File: src/rtl/hamming_secded_decoder.sv
// SECDED decoder engine: reads NUM_WORDS 16-bit codewords, corrects single errors, flags doubles, writes 11-bit results.
// Latency 5 cycles per word plus a one-cycle ack; no backpressure, memory is assumed to answer combinationally.
module hamming_secded_decoder #(
    parameter int SRC_BASE  = 64,
    parameter int DST_BASE  = 94,
    parameter int NUM_WORDS = 15
) (
    input  logic       clk,
    input  logic       reset,
    input  logic       req,
    output logic       ack,
    output logic       busy,
    output logic [7:0] mem_addr,
    input  logic [7:0] mem_rd_data,
    output logic       mem_wr_en,
    output logic [7:0] mem_wr_data,
    output logic [5:0] n_single,
    output logic [5:0] n_double
);

    typedef enum logic [2:0] {IDLE, RD_LO, RD_HI, DEC, WR_LO, WR_HI, DONE} state_t;

    state_t      state;
    logic [5:0]  word_idx;
    logic [7:0]  lo_q, hi_q;
    logic [7:0]  res_lo, res_hi;

    logic [15:0] code_w, fixed_w;
    logic [3:0]  syndrome;
    logic        parity, is_single, is_double;
    logic [7:0]  dec_lo, dec_hi;
    logic [7:0]  src_addr, dst_addr;

    always_comb begin
        code_w   = {hi_q, lo_q};
        syndrome = 4'd0;
        for (int k = 1; k < 16; k++) begin
            if (code_w[k]) syndrome = syndrome ^ 4'(k);
        end
        parity    = ^code_w;
        is_single = parity;
        is_double = !parity && (syndrome != 4'd0);
        // Syndrome 0 with odd parity means only p16 flipped, so the mask lands on w0 harmlessly.
        fixed_w   = parity ? (code_w ^ (16'd1 << syndrome)) : code_w;
        dec_lo    = {fixed_w[12:9], fixed_w[7:5], fixed_w[3]};
        dec_hi    = {is_double, 4'b0000, fixed_w[15:13]};
    end

    assign src_addr = 8'(SRC_BASE) + {1'b0, word_idx, 1'b0};
    assign dst_addr = 8'(DST_BASE) + {1'b0, word_idx, 1'b0};

    always_comb begin
        mem_addr    = 8'd0;
        mem_wr_en   = 1'b0;
        mem_wr_data = 8'd0;
        case (state)
            RD_LO: mem_addr = src_addr;
            RD_HI: mem_addr = src_addr + 8'd1;
            WR_LO: begin
                mem_addr    = dst_addr;
                mem_wr_en   = 1'b1;
                mem_wr_data = res_lo;
            end
            WR_HI: begin
                mem_addr    = dst_addr + 8'd1;
                mem_wr_en   = 1'b1;
                mem_wr_data = res_hi;
            end
            default: ;
        endcase
    end

    always_ff @(posedge clk or posedge reset) begin
        if (reset) begin
            state    <= IDLE;
            word_idx <= 6'd0;
            lo_q     <= 8'd0;
            hi_q     <= 8'd0;
            res_lo   <= 8'd0;
            res_hi   <= 8'd0;
            ack      <= 1'b0;
            busy     <= 1'b0;
            n_single <= 6'd0;
            n_double <= 6'd0;
        end else begin
            ack <= 1'b0;
            case (state)
                IDLE: begin
                    if (req) begin
                        state    <= RD_LO;
                        word_idx <= 6'd0;
                        n_single <= 6'd0;
                        n_double <= 6'd0;
                        busy     <= 1'b1;
                    end
                end
                RD_LO: begin
                    lo_q  <= mem_rd_data;
                    state <= RD_HI;
                end
                RD_HI: begin
                    hi_q  <= mem_rd_data;
                    state <= DEC;
                end
                DEC: begin
                    res_lo <= dec_lo;
                    res_hi <= dec_hi;
                    if (is_single) n_single <= n_single + 6'd1;
                    if (is_double) n_double <= n_double + 6'd1;
                    state <= WR_LO;
                end
                WR_LO: state <= WR_HI;
                WR_HI: begin
                    if (word_idx == 6'(NUM_WORDS - 1)) begin
                        state <= DONE;
                        ack   <= 1'b1;
                    end else begin
                        word_idx <= word_idx + 6'd1;
                        state    <= RD_LO;
                    end
                end
                DONE: begin
                    busy  <= 1'b0;
                    state <= IDLE;
                end
                default: state <= IDLE;
            endcase
        end
    end

endmodule

File: config.mk
export PLATFORM = sky130hd
export DESIGN_NAME = hamming_secded_decoder
export DESIGN_NICKNAME = d
export VERILOG_FILES = /design/src/rtl/hamming_secded_decoder.sv
export SDC_FILE = /design/constraint.sdc
export NUM_CORES = 1
export LEC_CHECK = 0
export ABC_AREA = 1
export CAP_MARGIN = 20
export CELL_PAD_IN_SITES_DETAIL_PLACEMENT = 2
export CELL_PAD_IN_SITES_GLOBAL_PLACEMENT = 2
export CORE_UTILIZATION = 31
export DETAILED_ROUTE_END_ITERATION = 7
export PLACE_DENSITY = 0.82
export RECOVER_POWER = 50
export SETUP_SLACK_MARGIN = 0.3
export SKIP_LAST_GASP = 1
export SYNTH_ARGS = -nofsm -noshare
export SYNTH_HDL_FRONTEND = slang
export SYNTH_SLANG_ARGS = --single-unit
File: constraint.sdc
create_clock -name clk -period 2.05 [get_ports clk]
set_clock_uncertainty 0.15 [all_clocks]
set_input_delay 0.3075 -clock clk [delete_from_list [all_inputs] [get_ports clk]]
set_output_delay 0.3075 -clock clk [all_outputs]
set_load 0.02 [all_outputs]
==> load_flow_metrics.sql <==
INSERT INTO impl_metrics (metric_group, metric, value, unit) VALUES
('status', 'run_status', 'finished with violations', ''),
('status', 'violations_in_the_final_reports', 'negative setup slack', ''),
('synthesis', 'synth_nets', '472', ''),
('drt', 'wl_per_cell', '29.4', 'µm'),
('worst_setup_path', 'reg2reg_to', 'n_double[4]', ''),
('cts', 'htreeDepth', '2', ''),
('cts', 'clock_path_buffers', '2', ''),
('floorplanning', 'die-height', '104', 'µm'),
('cells_and_area', 'flow.area_growth_from_synthesis', '64.9', '%'),
('sta', 'max_freq', '402', 'MHz'),
('global_routing', 'antenna_found_initial', '0', ''),
('synthesis', 'netlist.top_cell.by_area', 'dfrtp_1', ''),
('cts', 'clk_root_buffer_cell', 'clkbuf_8', ''),
('sta', 'hold_violations', '0', ''),
('synthesis', 'post_synth_num_cell_types', '33', ''),
('global_routing', 'grt_remaining_overflow', '0', ''),
('sta', 'slew_violations', '0', ''),
('cells_and_area', 'fillCellCount', '1050', ''),
('cells_and_area', 'share_of_final_layout_standard_cells_stronger_than_drive_strength_1', '48.0', '%'),
('synthesis', 'yosys-top-cells-count', 'nand2_1, dfrtp_1, inv_1', ''),
('drt', 'remaining_drc_errors', '0', ''),
('worst_hold_path', 'hold_path_class', 'in2async', ''),
('sta', 'grt_setup_unrepaired', 'true', ''),
('worst_setup_path', 'crit_path_top_delay_cell', 'dfrtp_2', ''),
('cts', 'clkTransAtPathRegs', '0.14', 'ns'),
('worst_setup_path', 'path_max_fanout', '6', ''),
('synthesis', 'synth_top_cells_by_area', 'dfrtp_1, nand2_1, nand3_1, inv_1, o21ai_0', ''),
('cts', 'number_of_cts_inserted_buffers', '5', ''),
('synthesis', 'syn-cell-area', '3230', 'µm²'),
('drt', 'route.final.wire_length', '21100', 'µm'),
('global_routing', 'grt_pass1_wl', '24700', 'µm'),
('cts', 'numClockSinks', '51', ''),
('synthesis', 'synthFlopType', 'dfrtp_1', ''),
('sta', 'finalSetupViolations', '40', ''),
('sta', 'period_minus_slack', '2.49', 'ns'),
('sta', 'maxSlewHeadroom', '52.4', '%'),
('floorplanning', 'floorplan.core_area', '9950', 'µm²'),
('drt', 'post_drt_via_cell_ratio', '5.57', ''),
('synthesis', 'synth-seq-area-share', '39.5', '%'),
('placed_design', 'routabilityCongestion', '0.812', ''),
('worst_setup_path', 'setup.reg_to_reg.worst_slack', '-0.44', 'ns'),
('cells_and_area', 'num_antenna_cells', '0', ''),
('worst_setup_path', 'critical_path.cell_chain', 'xor2_1 > nand2_2 > nand2_4 > xor2_4 > buf_4 > nand2_1 > nand2_2 > nand2_4 > nand2_8 > nand2_8 > nand2_2 > nand2_1', ''),
('cells_and_area', 'final_util', '53.6', '%'),
('global_routing', 'via_count_of_the_first_global_routing_pass', '4233', ''),
('pwr', 'peakVddDrop', '0.479', 'mV'),
('synthesis', 'synth-async-reset-ratio', '100', '%'),
('drt', 'drt_pre_antenna_iters', '4', ''),
('synthesis', 'synthesis.instances', '456', ''),
('worst_setup_path', 'worstSetupEndpointType', 'flop', ''),
('worst_setup_path', 'worst_r2r_path_depth', '12', ''),
('placed_design', 'buffer_ports.inserted', '41', ''),
('drt', 'dr_total_vias', '4008', ''),
('global_routing', 'globalRouteTotalUtil', '29.8', '%'),
('sta', 'tightestPinTransition', '0.714', 'ns'),
('global_routing', 'grt_max_degree', '27', ''),
('floorplanning', 'top_level_ports', '42', ''),
('synthesis', 'synthesis.area_per_instance', '7.09', 'µm²'),
('floorplanning', 'die_area', '10800', 'µm²'),
('drt', 'drt-initial-drc-count', '210', ''),
('sta', 'layout_setup_ws', '-0.438', 'ns'),
('synthesis', 'flop_and_latch_count_out_of_synthesis', '51', ''),
('job', 'number_of_max_cap_violations', '0', ''),
('synthesis', 'synth_most_common_cell', 'nand2_1', ''),
('worst_setup_path', 'critical_path_required', '2.09', 'ns'),
('worst_setup_path', 'worst_r2r_startpoint', 'hi_q[1]', ''),
('worst_setup_path', 'critical_path.startpoint_type', 'flop', ''),
('cts', 'cts_tree', 'done', ''),
('pwr', 'cellPowerDensity', '697', 'nW/µm²'),
('floorplanning', 'floorplan.rows', '36', ''),
('floorplanning', 'initial_utilization', '32.5', '%');
-- per-stage QoR --
stage / instance area, µm² / hold slack, ns / setup slack, ns / power [W]
after floorplan: 3310 / 0.299 / 0.212 / 0.00194
after global placement: 4090 / 0.318 / -0.0923 / 0.00231
after detailed placement: 4090 / 0.322 / -0.255 / 0.00240
after CTS: 4870 / 0.137 / -0.0244 / 0.00335
after global routing: 5330 / 0.386 / -0.411 / 0.00380
final: 5330 / 0.343 / -0.438 / 0.00372
-- worst max-delay path: cells and delay by family, from the launching register on --
kind          cells  cell delay, ns
buf+inv           1            0.16
xor+xnor          2            0.50
flops             1            0.50
simple gates      9            1.02
-- cell usage in the layout, fill, tap and decap left out, types with 7 or more instances in the layout --
master / count
nand2_1: 98
buf_4: 70
nand2_2: 42
dfrtp_1: 40
inv_1: 37
buf_6: 31
nand3_1: 24
nand2_4: 22
o21ai_0: 16
nand3_2: 15
dlygate4sd2_1: 14
inv_2: 13
nor2_1: 13
o21ai_1: 13
nor2_4: 11
dfrtp_2: 11
xor2_1: 10
o21ai_2: 9
clkdlybuf4s50_1: 9
inv_4: 8
nor2_2: 7
-- logic make-up after synthesis --
group	after synthesis	share of synthesized area, %
flops	51	39.5
fa+ha+maj	5	1.93
xor+xnor	22	6.19
buf+inv	69	8.12
simple gates	253	34.3
compound gates	56	9.98
-- state kept, by name, indices dropped and copies added (netlist names), 3 cells and up --
signal / count
hi_q: 8
res_lo: 8
res_hi: 4
n_single: 6
word_idx: 6
state: 3
lo_q: 8
n_double: 6
-- worst max-delay path by stage --
stage / from / end / slack (ns) / depth (start not counted)
finish: hi_q[1] / n_double[4] / -0.44 / 12
global route: lo_q[7] / n_double[4] / -0.41 / 12
CTS: state[2] / mem_wr_data[7] / -0.02 / 7
detailed placement: state[2] / mem_addr[6] / -0.25 / 6
global placement: state[1] / mem_wr_data[7] / -0.09 / 6
floorplan: state[2] / mem_addr[4] / 0.21 / 5
-- routing by layer --
metal	share of wire, %	vias to the layer above	global-route usage, %
met5	0	-	0
met4	5.0	0	16.4
met3	4.3	68	5.08
met2	53	165	54.1
met1	38	2078	33.0
li1	-	1697	-
-- power breakdown --
group,internal (W),total (W),leakage [nW],switching [W]
Sequential,0.00114,0.00134,0.604,0.000202
Combinational,0.000550,0.00156,1.93,0.00101
Clock,0.000372,0.000819,0.0587,0.000447
Total,0.00206,0.00372,2.59,0.00166
-- timing repair --
action	CTS	global route
pin swaps	33	29
setup buffers	34	24
setup endpoints to repair	61	51
cloned	0	0
resized for setup	231	81
hold buffers	0	0
-- area by class of cell --
cell class,count,area (µm²),share of cell area [%]
clock inverter,3,47.5,0.891
multi-input combinational,336,2370,44.5
sequential,51,1290,24.2
clock buffer,5,68.8,1.29
inverter,62,273,5.11
timing repair buffer,129,1110,20.9
tap,133,166,3.12
Power figures use the tool's default switching activity.
